[src/rtl/fetch_stage_if.sv]
// Fetch-stage bus bundle: instruction-memory request/response, execute redirect,
// and the IF/ID handshake toward decode.
interface fetch_stage_if;
    logic        imem_req_valid;
    logic [31:0] imem_req_addr;
    logic        imem_req_ready;
    logic        imem_rsp_valid;
    logic [31:0] imem_rsp_data;
    logic        redirect_valid;
    logic [31:0] redirect_target;
    logic        id_valid;
    logic [31:0] id_inst;
    logic [31:0] id_pc;
    logic        id_ready;

    modport master (
        output imem_req_valid, imem_req_addr,
        input  imem_req_ready, imem_rsp_valid, imem_rsp_data,
        input  redirect_valid, redirect_target,
        output id_valid, id_inst, id_pc,
        input  id_ready
    );

    modport slave (
        input  imem_req_valid, imem_req_addr,
        output imem_req_ready, imem_rsp_valid, imem_rsp_data,
        output redirect_valid, redirect_target,
        input  id_valid, id_inst, id_pc,
        output id_ready
    );
endinterface

[src/rtl/fetch_stage.sv]
// Instruction fetch with IF/ID register, one outstanding imem request and a one-entry skid buffer.
// Optional sticky misaligned-redirect flag: define FETCH_MISALIGN_CHECK_EN.
module fetch_stage #(
    parameter logic [31:0] RESET_PC = 32'h0000_0000,
    parameter logic [31:0] NOP_INST = 32'h0000_0013
) (
    input  logic          clk,
    input  logic          reset,
    fetch_stage_if.master bus,
    output logic          misalign_err
);

    typedef enum logic [1:0] {S_FETCH, S_WAIT, S_HOLD, S_DROP} state_t;

    typedef struct packed {
        logic [31:0] inst;
        logic [31:0] pc;
    } slot_t;

    state_t      state_q, state_d;
    logic [31:0] pc_q, pc_d;
    slot_t       id_q, id_d;
    slot_t       buf_q, buf_d;
    logic        id_vld_q, id_vld_d;
    logic        slot_free;
    logic [31:0] redir_pc;

    assign redir_pc  = bus.redirect_target & 32'hFFFF_FFFC;
    assign slot_free = ~id_vld_q | bus.id_ready;

    always_ff @(posedge clk) begin
        if (reset) begin
            state_q  <= S_FETCH;
            pc_q     <= RESET_PC;
            id_q     <= '{inst: NOP_INST, pc: 32'h0};
            buf_q    <= '{inst: NOP_INST, pc: 32'h0};
            id_vld_q <= 1'b0;
        end else begin
            state_q  <= state_d;
            pc_q     <= pc_d;
            id_q     <= id_d;
            buf_q    <= buf_d;
            id_vld_q <= id_vld_d;
        end
    end

    always_comb begin
        state_d  = state_q;
        pc_d     = pc_q;
        id_d     = id_q;
        buf_d    = buf_q;
        id_vld_d = id_vld_q;

        if (id_vld_q && bus.id_ready)
            id_vld_d = 1'b0;

        if (bus.redirect_valid) begin
            pc_d         = redir_pc;
            id_vld_d     = 1'b0;
            id_d.inst    = NOP_INST;
            // A response landing with the redirect is the one we were waiting for;
            // swallowing it here means nothing is outstanding, so fetch resumes directly.
            unique case (state_q)
                S_FETCH: state_d = bus.imem_req_ready ? S_DROP : S_FETCH;
                S_WAIT:  state_d = bus.imem_rsp_valid ? S_FETCH : S_DROP;
                S_DROP:  state_d = bus.imem_rsp_valid ? S_FETCH : S_DROP;
                S_HOLD:  state_d = S_FETCH;
            endcase
        end else begin
            unique case (state_q)
                S_FETCH: begin
                    if (bus.imem_req_ready)
                        state_d = S_WAIT;
                end
                S_WAIT: begin
                    if (bus.imem_rsp_valid) begin
                        if (slot_free) begin
                            id_d     = '{inst: bus.imem_rsp_data, pc: pc_q};
                            id_vld_d = 1'b1;
                            pc_d     = pc_q + 32'd4;
                            state_d  = S_FETCH;
                        end else begin
                            buf_d   = '{inst: bus.imem_rsp_data, pc: pc_q};
                            state_d = S_HOLD;
                        end
                    end
                end
                S_HOLD: begin
                    if (bus.id_ready) begin
                        id_d     = buf_q;
                        id_vld_d = 1'b1;
                        pc_d     = pc_q + 32'd4;
                        state_d  = S_FETCH;
                    end
                end
                S_DROP: begin
                    if (bus.imem_rsp_valid)
                        state_d = S_FETCH;
                end
            endcase
        end
    end

    assign bus.imem_req_valid = (state_q == S_FETCH) && !reset;
    assign bus.imem_req_addr  = pc_q;
    assign bus.id_valid       = id_vld_q;
    assign bus.id_inst        = id_vld_q ? id_q.inst : NOP_INST;
    assign bus.id_pc          = id_q.pc;

`ifdef FETCH_MISALIGN_CHECK_EN
    always_ff @(posedge clk) begin
        if (reset)
            misalign_err <= 1'b0;
        else if (bus.redirect_valid && bus.redirect_target[1:0] != 2'b00)
            misalign_err <= 1'b1;
    end
`else
    assign misalign_err = 1'b0;
`endif

endmodule

[src/flat_wrapper.sv]
// flat-port wrapper written by rule: the top's interface ports become plain ports
module fetch_stage_flat 
#(
    parameter logic [31:0] RESET_PC = 32'h0000_0000,
    parameter logic [31:0] NOP_INST = 32'h0000_0013
)
  (clk, reset, misalign_err, bus_imem_req_valid, bus_imem_req_addr, bus_imem_req_ready, bus_imem_rsp_valid, bus_imem_rsp_data, bus_redirect_valid, bus_redirect_target, bus_id_valid, bus_id_inst, bus_id_pc, bus_id_ready);
  fetch_stage_if bus_i ();
  input  logic clk;
  input  logic reset;
  output logic misalign_err;
  output wire logic [$bits(bus_i.imem_req_valid)-1:0] bus_imem_req_valid;
  output wire logic [$bits(bus_i.imem_req_addr)-1:0] bus_imem_req_addr;
  input wire logic [$bits(bus_i.imem_req_ready)-1:0] bus_imem_req_ready;
  input wire logic [$bits(bus_i.imem_rsp_valid)-1:0] bus_imem_rsp_valid;
  input wire logic [$bits(bus_i.imem_rsp_data)-1:0] bus_imem_rsp_data;
  input wire logic [$bits(bus_i.redirect_valid)-1:0] bus_redirect_valid;
  input wire logic [$bits(bus_i.redirect_target)-1:0] bus_redirect_target;
  output wire logic [$bits(bus_i.id_valid)-1:0] bus_id_valid;
  output wire logic [$bits(bus_i.id_inst)-1:0] bus_id_inst;
  output wire logic [$bits(bus_i.id_pc)-1:0] bus_id_pc;
  input wire logic [$bits(bus_i.id_ready)-1:0] bus_id_ready;
  assign bus_imem_req_valid = bus_i.imem_req_valid;
  assign bus_imem_req_addr = bus_i.imem_req_addr;
  assign bus_i.imem_req_ready = bus_imem_req_ready;
  assign bus_i.imem_rsp_valid = bus_imem_rsp_valid;
  assign bus_i.imem_rsp_data = bus_imem_rsp_data;
  assign bus_i.redirect_valid = bus_redirect_valid;
  assign bus_i.redirect_target = bus_redirect_target;
  assign bus_id_valid = bus_i.id_valid;
  assign bus_id_inst = bus_i.id_inst;
  assign bus_id_pc = bus_i.id_pc;
  assign bus_i.id_ready = bus_id_ready;
  fetch_stage #(.RESET_PC(RESET_PC), .NOP_INST(NOP_INST)) u_core (.clk(clk), .reset(reset), .bus(bus_i), .misalign_err(misalign_err));
endmodule
[config.mk]
export PLATFORM = sky130hd
export DESIGN_NAME = fetch_stage_flat
export DESIGN_NICKNAME = d
export VERILOG_FILES = /design/src/rtl/fetch_stage_if.sv /design/src/rtl/fetch_stage.sv /design/src/flat_wrapper.sv
export SDC_FILE = /design/constraint.sdc
export NUM_CORES = 1
export LEC_CHECK = 0
export BUFFER_PORTS_ARGS = -buffer_cell sky130_fd_sc_hd__buf_2
export CORE_MARGIN = 3
export CORE_UTILIZATION = 54
export CTS_BUF_LIST = sky130_fd_sc_hd__clkbuf_4 sky130_fd_sc_hd__clkbuf_8 sky130_fd_sc_hd__clkbuf_16
export CTS_CLUSTER_DIAMETER = 100
export DETAILED_ROUTE_END_ITERATION = 7
export GPL_TIMING_DRIVEN = 0
export PLACE_DENSITY = 0.8
export SLEW_MARGIN = 20
export SYNTH_ARGS = -nofsm -noshare
export SYNTH_HDL_FRONTEND = slang
export SYNTH_SLANG_ARGS = --single-unit
[constraint.sdc]
create_clock -name clk -period 2.9 [get_ports clk]
set_clock_uncertainty 0.15 [all_clocks]
set_input_delay 0.725 -clock clk [delete_from_list [all_inputs] [get_ports clk]]
set_output_delay 0.725 -clock clk [all_outputs]
set_load 0.01 [all_outputs]
# Yosys cells after proc, flatten, opt, wreduce, memory -nomap -nowiden
# Index checks and enable logic that the tools add are counted.
[op_classes] addsub=1 n_mul=0 div=0 order_cmp=0 n_eq_ne=11 n_shift=0 muxes=25 bitwise_logic=4 n_reduce_logical=13
[ops] op="64-bit two-way mux" n=3
[ops] op="32-bit two-way mux" n=5
[ops] op="64-bit case mux with 2 select lines" n=1
[ops] op="32-bit case mux with 2 select lines" n=1
[ops] op="32-bit by 3-bit adder with 32-bit output, second input constant" n=1
[ops] op="2-bit two-way mux" n=8
[ops] op="4-bit AND reduction" n=4
[ops] op="3-bit inequality test, second input constant" n=4
[ops] op="2-bit case mux with 4 select lines" n=1
[ops] op="2-bit case mux with 3 select lines" n=1
[ops] op="5-bit AND reduction" n=1
[ops] op="2-bit equality test, second input constant" n=2
[ops] op="1-bit two-way mux" n=4
[ops] op="2-bit inequality test, second input constant" n=2
[ops] op="2-bit OR reduction" n=2
[ops] op="3-bit by 2-bit inequality test with 1-bit output, second input constant" n=1
[ops] op="1-bit inverter" n=3
[ops] op="3-bit nonzero test" n=1
[ops] op="2-bit by 1-bit equality test with 1-bit output, second input constant" n=1
[ops] op="1-bit logical AND" n=2
[ops] op="2-bit zero test" n=1
[ops] op="2-bit by 1-bit inequality test with 1-bit output, second input constant" n=1
[ops] op="1-bit case mux with 2 select lines" n=1
[ops] op="2-bit nonzero test" n=1
[ops] op="other kinds (2)" n=2
[word_totals] reg_bits=163 latch_bits=0 mem_bits_rw=0 mem_bits_ro=0 input_bits=70 out_inout_bits=99 wordCells=62 n_memories=0

# Depth between registers and ports, before layout
# Gate-level depths: netlist of run 1.
[depth] depth_word=6 ltp_mapped=9 ltp_nobuf=7

# Least setup slack after synthesis of run 1
# Ideal clock, no wire load.
[synth_path] path_type="input-to-output" from="in reset" to="out bus_imem_req_valid" t_arrival_ns=1.589 required_time_ns=2.025 path_slack_ns=0.436 stages=4 path_buffers=3 path_cell_list="clkbuf_1 -> clkbuf_1 -> clkbuf_1 -> nor2_1"
[synth_via] elab_chain_cells=2
[synth_rtl] item="from (decl)" line="flat_wrapper.sv:10" text="input logic reset;"
[synth_rtl] item="1-bit zero test" line="fetch_stage.sv:104" text="assign bus.imem_req_valid = (state_q == S_FETCH) && !reset;"
[synth_rtl] item="1-bit logical AND" line="fetch_stage.sv:104"
[synth_rtl] item="to (decl)" line="flat_wrapper.sv:12" text="output wire logic [$bits(bus_i.imem_req_valid)-1:0] bus_imem_req_valid;"
# Every way passes these cells.

# Worst setup path after layout of run 1
# Same ends and word-level chain as after synthesis.

==> flow_metrics.py, run 1 <==
metrics = {
    "run_status": {
        "status": "finished clean",
    },
    "global_routing": {
        "grt_usage_pct": 25.85,
        "grt_pass1_wl_mm": 30.41,
        "grt_pass1_vias": 6180,
        "antenna_found_initial": 0,
        "grt_max_degree": 20,
        "grt.overflow.total": 0,
    },
    "worst_setup_path": {
        "cp_max_fo": 19,
        "cp-start-kind": "primary input",
        "worstPathRequired_ns": 2.03,
        "cp_slowest_cell": "clkbuf_2",
        "critPathKind": "primary input to output port",
        "crit_family": "buffers and inverters",
        "crit_arrival_ns": 1.84,
        "path_buf_inv": 3,
        "critPathCaptureType": "output port",
        "crit_chain": "clkbuf_1 -> clkbuf_2 -> nor2_1 -> buf_2",
        "slowest_delay_ns": 0.47,
    },
    "logic_synthesis": {
        "synth_area_mm2": 0.007305,
        "syn_inst": 859,
        "synthArstFlopShare_pct": 0,
        "ys_types": 52,
        "synth-seq-cells": 157,
        "yosys_warnings": 0,
        "synth-edff-count": 0,
        "synth_seq_area_share_pct": 43.03,
        "avgSynthCellArea_um2": 8.503,
        "synth_ff_type": "dfxtp_1",
    },
    "sta": {
        "fmax_mhz": 368.4,
        "fin_hold_ws_ns": 0.3041,
        "finalCritPeriodShare_pct": 93.61,
        "rsz0062_at_grt": "no",
        "layout_min_cycle_time_ns": 2.715,
        "finalHoldViolations": 0,
        "tightest_slew_ns": 0.8665,
        "setup_violations": 0,
        "setup_ws_ns": 0.1853,
        "slew_violations": 0,
        "slew_headroom_pct": 42.24,
    },
    "clock_tree": {
        "cts_tree": "done",
        "cts_buffers": 17,
        "htree_num_levels": 4,
        "cts.sinks": 157,
        "cts-hold-fix-buffers": 0,
        "insertion_delay_ns": 0.44,
        "clock-root-buffer": "clkbuf_16",
        "clkTransAtPathRegs_ns": 0.06,
        "cts.path.max_buffers": 2,
    },
    "placed_design": {
        "dp_hpwl_mm": 13.88,
        "dpl_cell_area_mm2": 0.008330,
        "place.gp.congestion": 0.8421,
        "numPortBuffers": 159,
        "dp_slack_ns": -0.2977,
    },
    "layout": {
        "n_antenna_cell": 0,
        "final-seq-area_mm2": 0.003143,
        "fin_area_mm2": 0.008914,
        "multi_input_area_mm2": 0.003616,
        "drive_gt1_share_pct": 23.84,
        "finalNetCount": 1116,
        "final_cell_mix": "buf_2 (166), dfxtp_1 (157), nand2_1 (149)",
        "final_core_util_pct": 68.95,
        "final_common_cell": "buf_2",
        "syn_to_final_growth_pct": 22.03,
        "nFillCells": 1092,
    },
    "detailed_routing": {
        "ant_nets": 0,
        "firstDrtPassIters": 5,
        "drtIter0Drc": 456,
        "wl_mm": 19.16,
        "drt_drc_violations_left": 0,
        "via_count": 6596,
        "wl_per_cell_um": 15.64,
        "vias_per_cell": 5.384,
    },
    "power_and_ir_drop": {
        "p_leak_nw": 3.478,
        "comb_power_share_pct": 13.9,
        "power_w": 0.005300,
        "clock_power_share_pct": 41.7,
        "power.switching_w": 0.001397,
        "p_int_w": 0.003903,
        "sw_frac_of_total_pct": 26.36,
        "p_per_area_mw_per_mm2": 594.6,
        "power_frac_seq_pct": 44.4,
        "ir_drop_mv": 0.4814,
    },
    "floorplanning": {
        "rows": 41,
        "core_mm2": 0.01293,
        "die_w_um": 122.3,
        "die_height_um": 122.3,
        "io_pins": 169,
        "fp.dieArea_mm2": 0.01496,
        "start_util_pct": 56.50,
    },
    "hold_path": {
        "hold_path_class": "flip-flop to flip-flop",
    },
    "job": {
        "maxCapViolations": 0,
    },
}
flip-flops by register name (all words and copies together), names as in the netlist:
signal	count
u_core.buf_q	62
u_core.bus.id_pc	30
u_core.bus.id_valid	1
u_core.bus.imem_req_addr	30
u_core.id_q	32
u_core.state_q	2
per-layer routing:
layer	vias to the layer above	share of wire [%]	GRT usage (%)
li1	3266	-	-
met1	3079	44	34.09
met2	225	48	42.22
met3	26	6.5	5.115
met4	0	1.6	9.307
met5	-	0	0
tightest hold or removal path, cell delays in order, from the launching register on:
cell and delay [ns]:
dfxtp_1 0.31, nand2_1 0.05, a21oi_1 0.05
path summary, 6_finish.rpt:
path              slack (ns)            endpoint  cells past startpoint               from
setup reg to reg        0.36     u_core.buf_q[5]                      7  u_core.state_q[1]
hold reg to reg         0.30    u_core.buf_q[11]                      2   u_core.buf_q[11]
setup / recovery        0.19  bus_imem_req_valid                      4              reset
hold / removal          0.30    u_core.buf_q[11]                      2   u_core.buf_q[11]
synthesized netlist by cell type, drive strengths merged, types with 2 or more instances:
cell type / number / area [um2]
a21oi: 70 / 354.1
a311oi: 2 / 17.52
xor2: 8 / 70.07
nand3b: 3 / 22.52
nor3: 4 / 25.02
and2: 32 / 200.2
nand4: 6 / 37.54
nand2b: 5 / 31.28
o22ai: 2 / 12.51
nand3: 8 / 45.04
o21ai: 4 / 20.02
o21bai: 7 / 52.55
ha: 6 / 75.07
nor4: 11 / 115.1
and3: 5 / 31.28
dfxtp: 157 / 3143
and4: 4 / 35.03
buf: 57 / 369.1
inv: 4 / 15.01
nor2b: 2 / 12.51
nor3b: 2 / 15.01
xnor2: 20 / 175.2
mux2i: 62 / 620.6
nor4b: 3 / 32.53
clkbuf: 46 / 172.7
nor2: 85 / 319.1
nand2: 149 / 559.3
a211oi: 80 / 600.6
cells by family (layout without fill, tap and decap cells):
logic type	after synthesis	after routing	share of synthesized area [%]
buffers and inverters	108	298	7.674
flip-flops	157	157	43.03
multiplexers	63	63	8.702
AO/OA/AOI/OAI	171	171	15.18
adder cells (fa/ha/maj)	6	6	1.028
other	1	5	0.05134
AND/OR/NAND/NOR	325	325	20.98
XOR/XNOR	28	28	3.357
layout make-up:
type / count / share of cell area (%)
buffer: 102 / 6.050
tap: 172 / 2.414
inverter: 5 / 0.2106
multi-input combinational: 598 / 40.57
clock buffer: 22 / 5.264
timing repair buffer: 159 / 8.928
sequential: 157 / 35.26
clock inverter: 10 / 1.305
through the flow:
stage | std cells | TNS [ns]
2_1_floorplan | 863 | 0
3_3_place_gp | 1194 | -0.3410
3_5_place_dp | 1194 | -0.2977
4_1_cts | 1225 | 0
5_1_grt | 1225 | 0
6_report | 1225 | 0
what timing repair did:
item | CTS | global route
gates resized for setup | 1 | 0
buffers inserted | 0 | 0
setup endpoints to repair | 1 | 0
power groups by stage:
stage	clock [W]	combinational [W]	sequential, W
finish	0.00221	0.000738	0.00235
global route	0.00231	0.000816	0.00237
CTS	0.00222	0.000738	0.00235
detailed placement	0	0.000733	0.00240
global placement	0	0.000723	0.00240
floorplan	0	0.000485	0.00238
Power figures use the tool's default switching activity.
==> run 2: changes to the inputs <==
--- a/config.mk
+++ b/config.mk
@@ -5,14 +5,15 @@
 export SDC_FILE = /design/constraint.sdc
 export NUM_CORES = 1
 export LEC_CHECK = 0
+export ABC_AREA = 1
 export BUFFER_PORTS_ARGS = -buffer_cell sky130_fd_sc_hd__buf_2
 export CORE_MARGIN = 3
-export CORE_UTILIZATION = 54
+export CORE_UTILIZATION = 55
 export CTS_BUF_LIST = sky130_fd_sc_hd__clkbuf_4 sky130_fd_sc_hd__clkbuf_8 sky130_fd_sc_hd__clkbuf_16
 export CTS_CLUSTER_DIAMETER = 100
 export DETAILED_ROUTE_END_ITERATION = 7
 export GPL_TIMING_DRIVEN = 0
-export PLACE_DENSITY = 0.8
+export PLACE_DENSITY = 0.81
 export SLEW_MARGIN = 20
 export SYNTH_ARGS = -nofsm -noshare
 export SYNTH_HDL_FRONTEND = slang
==> constraint.sdc (replaced) <==
create_clock -name clk -period 3.4 [get_ports clk]
set_clock_uncertainty 0.15 [all_clocks]
set_input_delay 0.85 -clock clk [delete_from_list [all_inputs] [get_ports clk]]
set_output_delay 0.85 -clock clk [all_outputs]
set_load 0.01 [all_outputs]
==> run 2 against run 1 <==
Effect of this change:
- sequential cell count did not move
- via count rose by 18%
- count of clock-buffer cells in the layout fell by 3
- combinational power rose by 20%
- clock power fell by 11%
- cell count rose by 19%
- worst hold slack got worse by 0.0090 ns
- utilization rose by 0.24 points
- wire length rose by 14%
- critical path type unchanged
==> flow_metrics.py, run 2 <==
metrics = {
    "power_and_ir_drop": {
        "p_leak_nw": 4.402,
        "ir_drop_mv": 0.2739,
        "p_per_area_mw_per_mm2": 528.6,
        "power_w": 0.004901,
    },
    "floorplanning": {
        "rows": 42,
        "die_w_um": 123.7,
        "fp.dieArea_mm2": 0.01529,
        "start_util_pct": 56.82,
        "die_height_um": 123.7,
        "io_pins": 169,
        "core_mm2": 0.01340,
    },
    "detailed_routing": {
        "vias_per_cell": 5.342,
        "via_count": 7788,
        "ant_nets": 0,
        "firstDrtPassIters": 5,
        "wl_mm": 21.79,
        "drt_drc_violations_left": 0,
        "wl_per_cell_um": 14.95,
        "drtIter0Drc": 856,
    },
    "layout": {
        "final_core_util_pct": 69.19,
        "syn_to_final_growth_pct": 21.77,
        "n_antenna_cell": 0,
        "final_cell_mix": "nand2_1 (220), buf_2 (182), dfxtp_1 (157)",
        "top_regs": "u_core.buf_q x62, u_core.id_q x32",
        "final_common_cell": "nand2_1",
        "largest_register_ffs": 62,
        "instances_no_fill": 1458,
        "largest_register": "u_core.buf_q",
        "finalNetCount": 1345,
        "drive_gt1_share_pct": 22.39,
    },
    "sta": {
        "rsz0062_at_grt": "no",
        "fmax_mhz": 336.4,
        "finalCritPeriodShare_pct": 87.44,
        "fin_tns_setup_ns": 0,
        "layout_min_cycle_time_ns": 2.973,
        "setup_violations": 0,
        "slew_headroom_pct": 59.92,
        "tightest_slew_ns": 0.6012,
        "finalHoldViolations": 0,
        "slew_violations": 0,
        "setup_ws_ns": 0.4270,
    },
    "clock_tree": {
        "cts_tree": "done",
        "clkTransAtPathRegs_ns": 0.06,
        "insertion_delay_ns": 0.43,
        "clock-root-buffer": "clkbuf_16",
        "postCtsSetupBuffers": 0,
        "cts_resized": 0,
        "htree_num_levels": 4,
        "cts.path.max_buffers": 2,
        "cts.sinks": 157,
        "cts_buffers": 17,
        "cts-hold-fix-buffers": 0,
    },
    "worst_setup_path": {
        "crit_top_cell": "buf_2",
        "cp-start-kind": "primary input",
        "critPathKind": "primary input to output port",
        "crit_arrival_ns": 1.97,
        "slowest_delay_ns": 0.50,
        "cp_max_fo": 10,
        "cp_slowest_cell": "clkbuf_1",
        "worstPathRequired_ns": 2.40,
        "critPathCaptureType": "output port",
        "rr_worst_depth": 7,
        "crit_chain": "buf_2 -> buf_2 -> clkbuf_1 -> nor2_1 -> buf_2",
    },
    "logic_synthesis": {
        "yosys.cell_count.top_type": "nand2_1",
        "synth-compound-area-share_pct": 21.33,
        "yosys_warnings": 0,
        "yosysTopAreaCellShare_pct": 41.28,
        "yosys.area_share.simple_pct": 21.25,
        "synthAdderAreaFrac_pct": 0.9860,
        "synth_xor_area_share_pct": 1.611,
        "synth_seq_area_share_pct": 41.28,
        "avgSynthCellArea_um2": 7.017,
        "synth_top_area_cell": "dfxtp_1",
        "ys_types": 35,
        "yosys-top-cells-count": "nand2_1 (220), dfxtp_1 (157), o21ai_0 (132)",
        "synth_area_mm2": 0.007614,
        "synthArstFlopShare_pct": 0,
        "synth.area.top_cells": "dfxtp_1 (41%), nand2_1 (11%), o21ai_0 (8.7%)",
        "synth_ff_type": "dfxtp_1",
        "synth-seq-cells": 157,
        "synth-edff-count": 0,
        "syn_inst": 1085,
        "muxShareOfSynthArea_pct": 0,
        "synth_top_family_by_area": "compound AO/OA/AOI/OAI gates",
    },
    "global_routing": {
        "grt.overflow.total": 0,
        "grt_usage_pct": 28.92,
        "grt_pass1_wl_mm": 34.55,
        "grt_pass1_vias": 7313,
        "antenna_found_initial": 0,
        "grt_max_degree": 17,
    },
    "placed_design": {
        "dp_hpwl_mm": 15.97,
        "dp_slack_ns": 0.4248,
        "place.gp.congestion": 0.9353,
        "numPortBuffers": 161,
        "dp.cells": 1426,
    },
    "run_status": {
        "status": "finished clean",
    },
    "hold_path": {
        "hold_path_depth": 2,
        "hold_path_class": "flip-flop to flip-flop",
    },
    "job": {
        "maxCapViolations": 0,
    },
}
-- run 2: cell count changes after synthesis, sizes merged, moves of 26 or more --
cell	previous run	this run
nand2	149	225
a211oi	80	0
a21oi	70	96
o21ai	4	149
and2	32	0
mux2i	62	0
nor2	85	126
inv	4	117
-- run 2: final cells by class --
class | instances | area [um2]
Timing Repair Buffer | 161 | 805.8
Fill cell | 1189 | 4129
Sequential cell | 157 | 3143
Inverter | 117 | 441.7
Clock buffer | 19 | 452.9
Multi-Input combinational cell | 715 | 3458
Tap cell | 176 | 220.2
Clock inverter | 13 | 163.9
Buffer | 100 | 585.6
-- run 2: path summary, 6_finish.rpt --
path | start | end | slack [ns]
setup / recovery | reset | bus_imem_req_valid | 0.43
setup reg to reg | u_core.state_q[0] | u_core.id_q[37] | 1.17
hold / removal | u_core.bus.id_pc[14] | u_core.bus.id_pc[14] | 0.30
hold reg to reg | u_core.bus.id_pc[14] | u_core.bus.id_pc[14] | 0.30
-- run 2: metal layers --
| layer | up-vias | GRT usage, % | part of all wire [%] |
|---|---|---|---|
| met4 | 0 | 15.50 | 3.4 |
| met3 | 70 | 5.767 | 9.0 |
| met2 | 361 | 47.21 | 48 |
| li1 | 3855 | - | - |
| met1 | 3502 | 35.97 | 40 |
| met5 | - | 0 | 0 |
-- run 2: per-stage QoR --
stage | cell area, um2 | hold WS (ns)
detailed placement | 8655 | 0.2878
global route | 9271 | 0.3135
CTS | 9271 | 0.2970
finish | 9271 | 0.2950
global placement | 8655 | 0.2822
floorplan | 7629 | 0.2741
-- run 2: report_power, final --
group          switching, W  internal [W]
Sequential        0.0000922       0.00196
Combinational      0.000549      0.000337
Clock              0.000763       0.00120
-- run 2: worst max-delay path: cells and delay by family --
family	cells	cell delay [ns]
simple gates	1	0.13
buf+inv	4	0.99
-- run 2: kinds of logic after synthesis --
logic type | count (synthesis)
compound gates | 299
buf+inv | 217
xor+xnor | 14
flops | 157
fa+ha+maj | 6
simple gates | 391
other cells | 1
==> run 3: changes to the inputs <==
--- a/config.mk
+++ b/config.mk
@@ -8,12 +8,12 @@
 export ABC_AREA = 1
 export BUFFER_PORTS_ARGS = -buffer_cell sky130_fd_sc_hd__buf_2
 export CORE_MARGIN = 3
-export CORE_UTILIZATION = 55
+export CORE_UTILIZATION = 45
 export CTS_BUF_LIST = sky130_fd_sc_hd__clkbuf_4 sky130_fd_sc_hd__clkbuf_8 sky130_fd_sc_hd__clkbuf_16
 export CTS_CLUSTER_DIAMETER = 100
 export DETAILED_ROUTE_END_ITERATION = 7
 export GPL_TIMING_DRIVEN = 0
-export PLACE_DENSITY = 0.81
+export PLACE_DENSITY = 0.68
 export SLEW_MARGIN = 20
 export SYNTH_ARGS = -nofsm -noshare
 export SYNTH_HDL_FRONTEND = slang
==> run 3 against run 2 <==
Effect of this change:
- register-to-register slack worse by 0.02 ns
- non-clock buffer count unchanged
- die area up 21%
- critical path depth unchanged
- cell area up 0.13%
- wire length up 0.96%
- clock power down 4%
- combinational power down 0.8%
- fmax down 0.65%
- sequential share of layout area about the same
- first-iteration DRC count down 33%
- critical endpoint unchanged
==> flow_metrics.py, run 3 (synthesis gave the netlist of run 2 again) <==
metrics = {
    "placed_design": {
        "dpl_cell_area_mm2": 0.008705,
        "place.gp.congestion": 0.9435,
        "dp_hpwl_mm": 16.47,
        "dp.cells": 1466,
        "numPortBuffers": 161,
    },
    "sta": {
        "tightest_slew_ns": 0.5980,
        "finalCritPeriodShare_pct": 88.01,
        "rsz0062_at_grt": "no",
        "slew_headroom_pct": 60.13,
        "setup_violations": 0,
        "fin_hold_ws_ns": 0.2931,
        "slew_violations": 0,
        "fmax_mhz": 334.2,
        "layout_min_cycle_time_ns": 2.992,
        "fin_tns_setup_ns": 0,
        "finalHoldViolations": 0,
    },
    "clock_tree": {
        "cts_resized": 0,
        "cts.sinks": 157,
        "cts.path.max_buffers": 2,
        "htree_num_levels": 4,
        "cts_buffers": 17,
        "clkTransAtPathRegs_ns": 0.06,
        "clock-root-buffer": "clkbuf_16",
        "postCtsSetupBuffers": 0,
        "cts_tree": "done",
        "cts-hold-fix-buffers": 0,
        "insertion_delay_ns": 0.43,
    },
    "worst_setup_path": {
        "rrSetupSlack_ns": 1.15,
        "crit_top_cell": "buf_2",
        "rr_worst_depth": 7,
        "crit_family": "buffers and inverters",
        "r2r_end": "u_core.id_q[37]",
        "cp_slowest_cell": "clkbuf_1",
        "path_buf_inv": 4,
        "cp-start-kind": "primary input",
        "slowest_delay_ns": 0.50,
        "r2r_start": "u_core.state_q[0]",
        "critPathKind": "primary input to output port",
        "crit_chain": "buf_2 -> buf_2 -> clkbuf_1 -> nor2_1 -> buf_2",
        "crit_arrival_ns": 1.99,
        "cp_max_fo": 10,
        "critPathCaptureType": "output port",
        "worstPathRequired_ns": 2.40,
    },
    "layout": {
        "final-seq-area_mm2": 0.003143,
        "largest_register": "u_core.buf_q",
        "top_regs": "u_core.buf_q x62, u_core.id_q x32",
        "final_common_cell": "nand2_1",
        "nFillCells": 1628,
        "fin_area_mm2": 0.009284,
        "largest_register_ffs": 62,
        "instances_no_fill": 1498,
        "n_antenna_cell": 0,
        "final_cell_mix": "nand2_1 (220), buf_2 (182), dfxtp_1 (157)",
        "multi_input_area_mm2": 0.003458,
        "finalNetCount": 1345,
        "syn_to_final_growth_pct": 21.94,
        "drive_gt1_share_pct": 22.39,
    },
    "detailed_routing": {
        "ant_nets": 0,
        "drtIter0Drc": 576,
        "wl_per_cell_um": 14.69,
        "firstDrtPassIters": 5,
        "vias_per_cell": 5.014,
        "drt_drc_violations_left": 0,
        "wl_mm": 22.00,
        "via_count": 7511,
    },
    "power_and_ir_drop": {
        "comb_power_share_pct": 18.3,
        "power_frac_seq_pct": 42.6,
        "p_per_area_mw_per_mm2": 518.4,
        "sw_frac_of_total_pct": 28.93,
        "p_leak_nw": 4.388,
        "p_int_w": 0.003420,
        "ir_drop_mv": 0.3819,
        "clock_power_share_pct": 39.1,
        "power.switching_w": 0.001393,
    },
    "floorplanning": {
        "die_height_um": 136.1,
        "start_util_pct": 46.91,
        "core_mm2": 0.01623,
        "fp.dieArea_mm2": 0.01852,
        "die_w_um": 136.1,
        "rows": 46,
        "io_pins": 169,
    },
    "hold_path": {
        "hold_path_class": "flip-flop to flip-flop",
        "hold_path_depth": 2,
        "hold_end": "u_core.bus.id_pc[10]",
        "min_from": "u_core.bus.id_pc[10]",
    },
    "run_status": {
        "status": "finished clean",
    },
    "global_routing": {
        "antenna_found_initial": 2,
        "grt_pass1_wl_mm": 34.72,
        "grt_pass1_vias": 6928,
        "grt_usage_pct": 23.69,
        "grt_max_degree": 17,
        "grt.overflow.total": 0,
    },
    "job": {
        "maxCapViolations": 0,
    },
}
-- run 3: worst register-to-register path: cells and delay by family (launching register included) --
kind / cells / cell delay (ns)
buffers and inverters: 4 / 0.93
and+or+nand+nor: 1 / 0.12
adders and majority gates: 1 / 0.30
AOI/OAI and AO/OA: 1 / 0.29
DFF: 1 / 0.38
-- run 3: metrics by stage --
| step | setup slack (ns) | utilization [%] | total power [W] |
|---|---|---|---|
| floorplan | 0.9816 | - | 0.002654 |
| global placement | 0.4093 | 53.63 | 0.002956 |
| detailed placement | 0.4121 | 53.63 | 0.002967 |
| CTS | 0.4117 | 57.20 | 0.004833 |
| global route | 0.3385 | 57.20 | 0.005032 |
| finish | 0.4076 | 57.20 | 0.004813 |
-- run 3: area by class of cell --
class	count	share of cell area, %
buffer	100	6.307
tap	216	2.911
sequential	157	33.85
clock buffer	22	4.987
inverter	117	4.757
timing repair buffer	161	8.679
multi-input combinational	715	37.25
clock inverter	10	1.253
-- run 3: power by group through the flow --
stage | combinational [W] | sequential (W) | clock (W)
after floorplan | 0.000575 | 0.00208 | 0
after global placement | 0.000870 | 0.00209 | 0
after detailed placement | 0.000878 | 0.00209 | 0
after CTS | 0.000882 | 0.00205 | 0.00190
after global routing | 0.000985 | 0.00206 | 0.00198
final | 0.000880 | 0.00205 | 0.00188
-- run 3: worst max path at each step --
stage                                   start  cells after the start  slack, ns            endpoint
after global placement                  reset                      5       0.41  bus_imem_req_valid
after floorplan                         reset                      3       0.98  bus_imem_req_valid
after CTS                               reset                      5       0.41  bus_imem_req_valid
final                                   reset                      5       0.41  bus_imem_req_valid
after detailed placement                reset                      5       0.41  bus_imem_req_valid
after global routing      u_core.bus.id_valid                      4       0.34      bus_id_inst[1]
-- run 3: routing by layer --
layer	vias to the layer above	global-route usage, %	wire [um]
li1	3860	-	-
met1	3357	31.25	9645
met2	257	38.47	10350
met3	33	5.662	1643
met4	4	7.335	339
met5	-	0	21
